[src/rtl/cpu_types_pkg.sv]
// Shared types for the memory arbiter slice: RAM handshake state,
// arbiter FSM state, word/address typedefs and an index-width helper.
package cpu_types_pkg;

    localparam int unsigned WORD_W = 32;
    localparam int unsigned ADDR_W = 32;

    typedef logic [WORD_W-1:0] word_t;
    typedef logic [ADDR_W-1:0] addr_t;

    typedef enum logic [1:0] {
        FREE   = 2'd0,
        BUSY   = 2'd1,
        ACCESS = 2'd2,
        ERROR  = 2'd3
    } ramstate_t;

    typedef enum logic {
        IDLE  = 1'b0,
        GRANT = 1'b1
    } arb_state_t;

    // Width of a core index; never zero so single-core builds still elaborate.
    function automatic int unsigned idx_w(input int unsigned n);
        return (n > 1) ? $clog2(n) : 1;
    endfunction

endpackage

[src/rtl/mem_arbiter_if.sv]
// Core-side request/response and RAM-side bus of the memory arbiter.
// slave: the arbiter's view; master: the cores + RAM model view.
interface mem_arbiter_if
    import cpu_types_pkg::*;
#(
    parameter int unsigned NCORES = 2,
    parameter int unsigned AW     = 32,
    parameter int unsigned DW     = 32
);
    logic [NCORES-1:0]    iREN;
    logic [NCORES*AW-1:0] iaddr;
    logic [NCORES-1:0]    dREN;
    logic [NCORES-1:0]    dWEN;
    logic [NCORES*AW-1:0] daddr;
    logic [NCORES*DW-1:0] dstore;
    logic [NCORES-1:0]    iwait;
    logic [NCORES-1:0]    dwait;
    logic [NCORES*DW-1:0] iload;
    logic [NCORES*DW-1:0] dload;
    logic                 ramREN;
    logic                 ramWEN;
    logic [AW-1:0]        ramaddr;
    logic [DW-1:0]        ramstore;
    logic [DW-1:0]        ramload;
    ramstate_t            ramstate;

    modport slave (
        input  iREN, iaddr, dREN, dWEN, daddr, dstore, ramload, ramstate,
        output iwait, dwait, iload, dload, ramREN, ramWEN, ramaddr, ramstore
    );

    modport master (
        output iREN, iaddr, dREN, dWEN, daddr, dstore, ramload, ramstate,
        input  iwait, dwait, iload, dload, ramREN, ramWEN, ramaddr, ramstore
    );

endinterface

[src/rtl/rr_picker.sv]
// Round-robin picker: first requester after last_i, wrapping modulo NCORES.
// Purely combinational; returns one-hot grant and encoded index.
module rr_picker
    import cpu_types_pkg::*;
#(
    parameter  int unsigned NCORES = 2,
    localparam int unsigned IW     = idx_w(NCORES)
) (
    input  logic [NCORES-1:0] req_i,
    input  logic [IW-1:0]     last_i,
    output logic [NCORES-1:0] gnt_o,
    output logic [IW-1:0]     idx_o
);

    // Scan from last_i+1 round to last_i itself, keep the first hit.
    always_comb begin
        logic          found;
        logic [IW-1:0] cand;
        gnt_o = '0;
        idx_o = '0;
        found = 1'b0;
        cand  = '0;
        for (int unsigned i = 1; i <= NCORES; i++) begin
            cand = IW'((32'(last_i) + i) % NCORES);
            if (!found && req_i[cand]) begin
                found       = 1'b1;
                gnt_o[cand] = 1'b1;
                idx_o       = cand;
            end
        end
    end

endmodule

[src/rtl/mem_arbiter.sv]
// Single-port RAM arbiter for the I/D channels of NCORES cores.
// Registered IDLE/GRANT FSM, data beats instruction, round-robin across cores.
// Optional build macro MEM_ARB_PERF_EN adds grant/stall counters.
module mem_arbiter
    import cpu_types_pkg::*;
#(
    parameter int unsigned NCORES = 2,
    parameter int unsigned AW     = 32,
    parameter int unsigned DW     = 32
) (
    input  logic                   CLK,
    input  logic                   nRST,
    mem_arbiter_if.slave           bus
`ifdef MEM_ARB_PERF_EN
    ,
    output logic [NCORES*2*32-1:0] grant_cnt,
    output logic [31:0]            stall_cnt
`endif
);

    localparam int unsigned IW = idx_w(NCORES);

    arb_state_t        state_q, state_d;
    logic [IW-1:0]     gnt_core_q, gnt_core_d;
    logic [IW-1:0]     last_core_q, last_core_d;
    logic              gnt_isdata_q, gnt_isdata_d;

    logic [NCORES-1:0] dreq;
    logic [NCORES-1:0] d_gnt, i_gnt;
    logic [IW-1:0]     d_idx, i_idx;

    logic              sel_iren, sel_dren, sel_dwen;
    logic [AW-1:0]     sel_iaddr, sel_daddr;
    logic [DW-1:0]     sel_dstore;
    logic              active, done;

    assign dreq = bus.dREN | bus.dWEN;

    rr_picker #(.NCORES(NCORES)) u_pick_d (
        .req_i  (dreq),
        .last_i (last_core_q),
        .gnt_o  (d_gnt),
        .idx_o  (d_idx)
    );

    rr_picker #(.NCORES(NCORES)) u_pick_i (
        .req_i  (bus.iREN),
        .last_i (last_core_q),
        .gnt_o  (i_gnt),
        .idx_o  (i_idx)
    );

    // Mux out the latched core's live request fields.
    always_comb begin
        sel_iren   = 1'b0;
        sel_dren   = 1'b0;
        sel_dwen   = 1'b0;
        sel_iaddr  = '0;
        sel_daddr  = '0;
        sel_dstore = '0;
        for (int unsigned c = 0; c < NCORES; c++) begin
            if (gnt_core_q == IW'(c)) begin
                sel_iren   = bus.iREN[c];
                sel_dren   = bus.dREN[c];
                sel_dwen   = bus.dWEN[c];
                sel_iaddr  = bus.iaddr[c*AW +: AW];
                sel_daddr  = bus.daddr[c*AW +: AW];
                sel_dstore = bus.dstore[c*DW +: DW];
            end
        end
    end

    // A grant is live only while its request line is still held; a drop aborts it.
    assign active = (state_q == GRANT) && (gnt_isdata_q ? (sel_dren | sel_dwen) : sel_iren);
    assign done   = active && ((bus.ramstate == ACCESS) || (bus.ramstate == ERROR));

    // State register; reset pulls everything back to IDLE immediately.
    always_ff @(posedge CLK or negedge nRST) begin
        if (!nRST) begin
            state_q      <= IDLE;
            gnt_core_q   <= '0;
            gnt_isdata_q <= 1'b0;
            last_core_q  <= IW'(NCORES - 1);
        end else begin
            state_q      <= state_d;
            gnt_core_q   <= gnt_core_d;
            gnt_isdata_q <= gnt_isdata_d;
            last_core_q  <= last_core_d;
        end
    end

    // Next state: latch a winner from IDLE, leave GRANT on completion or abort.
    always_comb begin
        state_d      = state_q;
        gnt_core_d   = gnt_core_q;
        gnt_isdata_d = gnt_isdata_q;
        last_core_d  = last_core_q;
        case (state_q)
            IDLE: begin
                if (|d_gnt) begin
                    state_d      = GRANT;
                    gnt_core_d   = d_idx;
                    gnt_isdata_d = 1'b1;
                    last_core_d  = d_idx;
                end else if (|i_gnt) begin
                    state_d      = GRANT;
                    gnt_core_d   = i_idx;
                    gnt_isdata_d = 1'b0;
                    last_core_d  = i_idx;
                end
            end
            GRANT: begin
                if (!active || done) begin
                    state_d = IDLE;
                end
            end
            default: state_d = IDLE;
        endcase
    end

    // Outputs: RAM strobes from the live grant, one-cycle wait drop on completion.
    always_comb begin
        bus.ramREN   = 1'b0;
        bus.ramWEN   = 1'b0;
        bus.ramaddr  = '0;
        bus.ramstore = '0;
        bus.iwait    = '1;
        bus.dwait    = '1;
        bus.iload    = '0;
        bus.dload    = '0;
        if (active) begin
            if (gnt_isdata_q) begin
                bus.ramaddr  = sel_daddr;
                bus.ramstore = sel_dstore;
                bus.ramWEN   = sel_dwen;
                bus.ramREN   = sel_dren & ~sel_dwen;
            end else begin
                bus.ramaddr  = sel_iaddr;
                bus.ramREN   = 1'b1;
            end
        end
        if (done) begin
            for (int unsigned c = 0; c < NCORES; c++) begin
                if (gnt_core_q == IW'(c)) begin
                    if (gnt_isdata_q) begin
                        bus.dwait[c]           = 1'b0;
                        bus.dload[c*DW +: DW]  = bus.ramload;
                    end else begin
                        bus.iwait[c]           = 1'b0;
                        bus.iload[c*DW +: DW]  = bus.ramload;
                    end
                end
            end
        end
    end

`ifdef MEM_ARB_PERF_EN
    logic [2*NCORES-1:0] req_vec, comp_vec;
    logic [31:0]         grant_cnt_q [2*NCORES];
    logic [31:0]         stall_cnt_q;

    // Requester view r = 2*core + isdata of pending and completing requests.
    always_comb begin
        req_vec  = '0;
        comp_vec = '0;
        for (int unsigned c = 0; c < NCORES; c++) begin
            req_vec[2*c]   = bus.iREN[c];
            req_vec[2*c+1] = dreq[c];
            if (done && (gnt_core_q == IW'(c))) begin
                if (gnt_isdata_q) comp_vec[2*c+1] = 1'b1;
                else              comp_vec[2*c]   = 1'b1;
            end
        end
    end

    // Saturating grant and stall counters.
    always_ff @(posedge CLK or negedge nRST) begin
        if (!nRST) begin
            for (int unsigned r = 0; r < 2*NCORES; r++) grant_cnt_q[r] <= '0;
            stall_cnt_q <= '0;
        end else begin
            for (int unsigned r = 0; r < 2*NCORES; r++) begin
                if (comp_vec[r] && (grant_cnt_q[r] != '1)) grant_cnt_q[r] <= grant_cnt_q[r] + 32'd1;
            end
            if ((|(req_vec & ~comp_vec)) && (stall_cnt_q != '1)) stall_cnt_q <= stall_cnt_q + 32'd1;
        end
    end

    // Flatten counters onto the output ports.
    always_comb begin
        grant_cnt = '0;
        for (int unsigned r = 0; r < 2*NCORES; r++) grant_cnt[r*32 +: 32] = grant_cnt_q[r];
        stall_cnt = stall_cnt_q;
    end
`endif

endmodule
[src/flat_wrapper.sv]
// flat-port wrapper written by rule: the top's interface ports become plain ports
module mem_arbiter_flat import cpu_types_pkg::*;
#(
    parameter int unsigned NCORES = 2,
    parameter int unsigned AW     = 32,
    parameter int unsigned DW     = 32
)
  (CLK, nRST, bus_iREN, bus_iaddr, bus_dREN, bus_dWEN, bus_daddr, bus_dstore, bus_ramload, bus_ramstate, bus_iwait, bus_dwait, bus_iload, bus_dload, bus_ramREN, bus_ramWEN, bus_ramaddr, bus_ramstore);
  mem_arbiter_if #(.NCORES(NCORES), .AW(AW), .DW(DW)) bus_i ();
  input  logic CLK;
  input  logic nRST;
  input wire logic [$bits(bus_i.iREN)-1:0] bus_iREN;
  input wire logic [$bits(bus_i.iaddr)-1:0] bus_iaddr;
  input wire logic [$bits(bus_i.dREN)-1:0] bus_dREN;
  input wire logic [$bits(bus_i.dWEN)-1:0] bus_dWEN;
  input wire logic [$bits(bus_i.daddr)-1:0] bus_daddr;
  input wire logic [$bits(bus_i.dstore)-1:0] bus_dstore;
  input wire logic [$bits(bus_i.ramload)-1:0] bus_ramload;
  input wire logic [$bits(bus_i.ramstate)-1:0] bus_ramstate;
  output wire logic [$bits(bus_i.iwait)-1:0] bus_iwait;
  output wire logic [$bits(bus_i.dwait)-1:0] bus_dwait;
  output wire logic [$bits(bus_i.iload)-1:0] bus_iload;
  output wire logic [$bits(bus_i.dload)-1:0] bus_dload;
  output wire logic [$bits(bus_i.ramREN)-1:0] bus_ramREN;
  output wire logic [$bits(bus_i.ramWEN)-1:0] bus_ramWEN;
  output wire logic [$bits(bus_i.ramaddr)-1:0] bus_ramaddr;
  output wire logic [$bits(bus_i.ramstore)-1:0] bus_ramstore;
  assign bus_i.iREN = bus_iREN;
  assign bus_i.iaddr = bus_iaddr;
  assign bus_i.dREN = bus_dREN;
  assign bus_i.dWEN = bus_dWEN;
  assign bus_i.daddr = bus_daddr;
  assign bus_i.dstore = bus_dstore;
  assign bus_i.ramload = bus_ramload;
  assign bus_i.ramstate = bus_ramstate;
  assign bus_iwait = bus_i.iwait;
  assign bus_dwait = bus_i.dwait;
  assign bus_iload = bus_i.iload;
  assign bus_dload = bus_i.dload;
  assign bus_ramREN = bus_i.ramREN;
  assign bus_ramWEN = bus_i.ramWEN;
  assign bus_ramaddr = bus_i.ramaddr;
  assign bus_ramstore = bus_i.ramstore;
  mem_arbiter #(.NCORES(NCORES), .AW(AW), .DW(DW)) u_core (.CLK(CLK), .nRST(nRST), .bus(bus_i));
endmodule
[config.mk]
export PLATFORM = sky130hd
export DESIGN_NAME = mem_arbiter_flat
export DESIGN_NICKNAME = d
export VERILOG_FILES = /design/src/rtl/cpu_types_pkg.sv /design/src/rtl/mem_arbiter_if.sv /design/src/rtl/rr_picker.sv /design/src/rtl/mem_arbiter.sv /design/src/flat_wrapper.sv
export SDC_FILE = /design/constraint.sdc
export NUM_CORES = 1
export LEC_CHECK = 0
export BUFFER_PORTS_ARGS = -buffer_cell sky130_fd_sc_hd__buf_4
export CAP_MARGIN = 25
export CORE_AREA = 5 5 163 165
export DETAILED_ROUTE_END_ITERATION = 10
export DIE_AREA = 0 0 168 170
export PLACE_DENSITY = 0.35
export SLEW_MARGIN = 20
export SYNTH_ARGS = -nofsm -noshare
export SYNTH_HDL_FRONTEND = slang
export SYNTH_SLANG_ARGS = --single-unit
[constraint.sdc]
create_clock -name CLK -period 2.9 [get_ports CLK]
set_input_delay 0.58 -clock CLK [delete_from_list [all_inputs] [get_ports CLK]]
set_output_delay 0.58 -clock CLK [all_outputs]
set_load 0.005 [all_outputs]
# Word level (Yosys, flattened, before mapping)
# Cells that the tools add are included.
# W data, S select, Z words.
# word_totals
regBits,4
latch_bits,0
ramBits,0
mem_bits_ro,0
inputBits,234
out_inout_bits,198
word_cells,95
mem_count,0
# op_classes
add_sub_neg,2
n_mul,0
div_mod_pow,0
n_lt_le_gt_ge,4
n_eq_ne,2
shifts,0
n_mux,61
bitwise_logic,7
n_reduce_logical,15
# ops
cell,n
$mux W32,13
$mux W64,2
$mux W1,37
$mux W2,6
$logic_and A1 B1 Y1,6
$or A2 B2 Y2,3
$eq A2 B2 Y1 const B,2
$lt A1 B2 Y1 const B,2
$reduce_or A2 Y1,2
$logic_not A1 Y1,3
$add A1 B1 Y1 const B,2
$demux W1 S1,2
$ge A1 B1 Y1 const B,2
$logic_or A1 B1 Y1,2
$not A1 Y1,2
$pmux W1 S2,1
$reduce_and A2 Y1,1
$reduce_bool A2 Y1,1
$and A1 B1 Y1,1
$or A1 B1 Y1,1

# Logic depth before layout (Yosys ltp)
# depth
ltp_word,12
depth_mapped,6
ltp_nobuf,3

# Modules after synthesis
# Synthesis repeated with hierarchy kept, for this count alone.
# hier_totals
cells_unflattened,370
area_unflattened_um2,2663.8
# modules_own_cells
module,instances,cells_per_inst,area_per_inst_um2,seq_area_each_um2
mem_arbiter,1,362,2611.3,101.3
rr_picker,2,4,26.3,0.0

# Worst setup path before layout
# Ideal clock, no wire load.
# synth_timing
path_type,input -> output
from,in bus_dREN[1]
to,out bus_ramstore[10]
arrival_time_ns,1.409
required_ns,2.320
setup_slack_ns,0.911
cell_stages,4
n_path_buf,1
path_cell_list,or2_2 > o2111ai_2 > buf_2 > nor2_1
# synth_via
elab_chain_cells,5
# synth_lines
item,line,source
start: declaration,flat_wrapper.sv:14,input wire logic [$bits(bus_i.dREN)-1:0] bus_dREN;
$mux W1,mem_arbiter.sv:62,if (gnt_core_q == IW'(c)) begin
$or A1 B1 Y1,mem_arbiter.sv:74,assign active = (state_q == GRANT) && (gnt_isdata_q ? (sel_dren | sel_dwen) : sel_iren);
$mux W1,mem_arbiter.sv:74,
$logic_and A1 B1 Y1,mem_arbiter.sv:74,
$mux W32,mem_arbiter.sv:131,if (active) begin
end: declaration,flat_wrapper.sv:27,output wire logic [$bits(bus_i.ramstore)-1:0] bus_ramstore;
# No other way between the ends.

# Worst setup path after layout
# layout_timing
from,reg u_core.gnt_core_q
to,out bus_ramaddr[1]
# layout_via
elab_chain_cells,5
word_cells_on_any_way,10
classes_between,mux (8); bitwise (1); reduce/logical (1)
# layout_lines
item,line,source
start: declaration,mem_arbiter.sv:24,"logic [IW-1:0] gnt_core_q, gnt_core_d;"
start signal: assignment,mem_arbiter.sv:86,gnt_core_q <= gnt_core_d;
$mux W1,mem_arbiter.sv:62,
$or A1 B1 Y1,mem_arbiter.sv:74,
$mux W1,mem_arbiter.sv:74,
$logic_and A1 B1 Y1,mem_arbiter.sv:74,
$mux W32 (*),mem_arbiter.sv:131,
end: declaration,flat_wrapper.sv:26,output wire logic [$bits(bus_i.ramaddr)-1:0] bus_ramaddr;
# Mark *: on every way between the ends. The rest lies on a longest branch, timed or not.

==> impl_metrics.env <==
export IMPL_fin_skew_ps=1.65
export IMPL_drt_wl_total_um=19700
export IMPL_synth_main_ff_cell="dfrtp_1"
export IMPL_sequentialPowerShare_pct=5.4
export IMPL_yosysTopAreaCellShare_pct=26.7
export IMPL_htreeDepth=1
export IMPL_critPathKind="flop to output port"
export IMPL_synth_edff_count=0
export IMPL_p_int_mw=2.20
export IMPL_crit_arrival_ps=2040
export IMPL_power_leakage_nw=3.20
export IMPL_tightest_slew_ps=491
export IMPL_die_y_um=170
export IMPL_globalRouteMet1Util_pct=13.9
export IMPL_port_buffer_count=430
export IMPL_synth_area_per_cell_um2=7.23
export IMPL_crit_required_ps=2320
export IMPL_final_period_utilization_pct=90.5
export IMPL_muxShareOfSynthArea_pct=40.8
export IMPL_final_util_pct=25.4
export IMPL_synth_net_count=608
export IMPL_netSwitchingPower_mw=1.81
export IMPL_synth_common_cells="nor2_1 (165), mux2i_1 (37), nand2_1 (37), mux4_2 (32), a21boi_1 (28)"
export IMPL_wl_per_cell_um=17.8
export IMPL_clk_latency_ps=230
export IMPL_yosys_warnings=0
export IMPL_placementRows=58
export IMPL_min_period_ps=2620
export IMPL_synth_most_common_cell="nor2_1"
export IMPL_cts_tree="built"
export IMPL_post_route_drc_count=0
export IMPL_vdd_drop_max_uv=371
export IMPL_p_per_area_nw_per_um2=635
export IMPL_drive_gt1_share_pct=62.4
export IMPL_start_util_pct=10.9
export IMPL_stdcell_count=1111
export IMPL_synth_area_leaders="mux4_2 (27%), nor2_1 (23%), mux2i_1 (14%)"
export IMPL_post_cts_resized=0
export IMPL_grt_pass1_wl_um=28500
export IMPL_drtIter0Drc=138
export IMPL_relSlewSlack_pct=67.2
export IMPL_worstReg2RegStart="u_core.gnt_core_q"
export IMPL_tns_ps=0
export IMPL_slew_viol_final=0
export IMPL_maxCapViolCount=0
export IMPL_grtUsageMet3_pct=3.14
export IMPL_crit_fanout=25
export IMPL_synth_simple_area_share_pct=31.1
export IMPL_async_flop_share_pct=100
export IMPL_busiest_layer="met2"
export IMPL_area_growth_pct=134
export IMPL_coreArea_um2=24900
export IMPL_grt_usage_pct=12.7
export IMPL_grt_max_degree=34
export IMPL_synth_distinct_cells=35
export IMPL_cts_sinks=4
export IMPL_finalSetupViolCount=0
export IMPL_outcome="finished clean"
export IMPL_firstDrtPassIters=4
export IMPL_dieArea_um2=28600
export IMPL_p_sw_share_pct=45.0
export IMPL_dp_cells=1107
export IMPL_synthXorXnorAreaFrac_pct=0
export IMPL_register_area_um2=106
export IMPL_die_x_um=168
export IMPL_postRouteAntennaNets=0
export IMPL_cts_hold_repair_buffers=0
export IMPL_synth_adder_area_share_pct=0
export IMPL_vias=4340
export IMPL_n_fill_cell=2825
export IMPL_viasPerCell=3.91
export IMPL_cts_buffer_depth=2
export IMPL_critPathCaptureType="output port"
export IMPL_ys_seq_elements=4
export IMPL_multi_input_area_um2=2290
export IMPL_reg2reg_slack_ps=1310
export IMPL_pin_count=432
export IMPL_r2r_end="u_core.state_q"
export IMPL_synth_area_um2=2700
export IMPL_grt_util_met2_pct=24.5
export IMPL_antenna_cells=0
export IMPL_syn_inst=374
export IMPL_yosysTopAreaCell="mux4_2"
export IMPL_fin_nets=1016
export IMPL_yosysSeqAreaShare_pct=3.75
export IMPL_cts_root_buf="clkbuf_16"
export IMPL_place_congestion=0.822
export IMPL_clockPowerShare_pct=5.6
export IMPL_setup_slack_ps=276
export IMPL_p_comb_share_pct=89.0
export IMPL_pre_cts_ws_ps=503
export IMPL_ff2ff_path_depth=3
export IMPL_grt_pass1_vias=4655
export IMPL_fmax_mhz=381
export IMPL_final_hold_viol_count=0
export IMPL_synth_compound_area_share_pct=12.7
export IMPL_overflow=0
export IMPL_cts_setup_buffers=0
export IMPL_path_clk_slew_ps=30
export IMPL_dp_hpwl_um=16500
export IMPL_cts_made_buffers=3
export IMPL_min_path_type="input pin to asynchronous set/reset pin"
export IMPL_cp_start_kind="flop"
export IMPL_grt_setup_unrepaired="false"
export IMPL_antenna_found_initial=0
export IMPL_synth_top_family_by_area="multiplexers"
-- cell usage in the layout (no fill, tap or decap), types with 2 or more instances in the layout --
cell type	n
nand3_1	4
nand2_1	37
o211ai_1	2
a21boi_0	5
clkbuf_16	3
inv_1	2
nor2_1	165
buf_4	434
a21boi_1	28
buf_12	8
mux2i_1	37
mux4_2	32
or2_2	2
-- power groups by stage --
| stage | combinational [mW] | clock [mW] | sequential, mW |
|---|---|---|---|
| 2_1_floorplan | 2.16 | 0 | 0.104 |
| 3_3_place_gp | 3.69 | 0 | 0.221 |
| 3_5_place_dp | 3.65 | 0 | 0.220 |
| 4_1_cts | 3.66 | 0.227 | 0.219 |
| 5_1_grt | 3.89 | 0.232 | 0.233 |
| 6_report | 3.57 | 0.225 | 0.216 |
-- final cells by class --
class                      count  area share (%)
tap                          330            6.54
timing repair buffer         442            54.1
inverter                       3           0.178
sequential                     4            1.68
clock buffer                   4            1.25
multi-input combinational    328            36.2
-- stage by stage --
step / power, mW / hold WS, ps / instance area (µm²)
floorplan: 2.26 / 284 / 2700
global placement: 3.91 / 385 / 6240
detailed placement: 3.87 / 384 / 6240
CTS: 4.11 / 146 / 6310
global route: 4.35 / 148 / 6310
finish: 4.01 / 145 / 6310
-- sequential cells by signal, indices dropped and copies added, names as in the netlist --
register,cells
u_core.gnt_core_q,1
u_core.gnt_isdata_q,1
u_core.last_core_q,1
u_core.state_q,1
-- per-layer routing --
layer	wire (µm)	share of wire, %
met3	1700	8.6
met4	442	2.2
met2	10600	53
met5	0	0
met1	7040	36
-- worst max-delay path, cell delays in order (launching register included) --
cell and delay [ps]:
dfrtp_4 640, buf_12 280, mux4_2 530, a21boi_0 160, buf_4 190
-- how the worst max path moves through the flow --
stage,start,to,slack [ps],cells past startpoint
2_1_floorplan,bus_dREN[1],bus_ramstore[10],910,4
3_3_place_gp,u_core.gnt_core_q,bus_ramaddr[1],480,4
3_5_place_dp,u_core.gnt_core_q,bus_ramaddr[17],500,4
4_1_cts,u_core.gnt_core_q,bus_ramaddr[1],250,4
5_1_grt,u_core.gnt_core_q,bus_ramaddr[6],160,5
6_report,u_core.gnt_core_q,bus_ramaddr[1],280,4
-- logic make-up after synthesis --
group	count (synthesis)
flip-flops	4
buffers and inverters	42
multiplexers	70
AO/OA/AOI/OAI	44
AND/OR/NAND/NOR	214
Power figures use the tool's default switching activity.
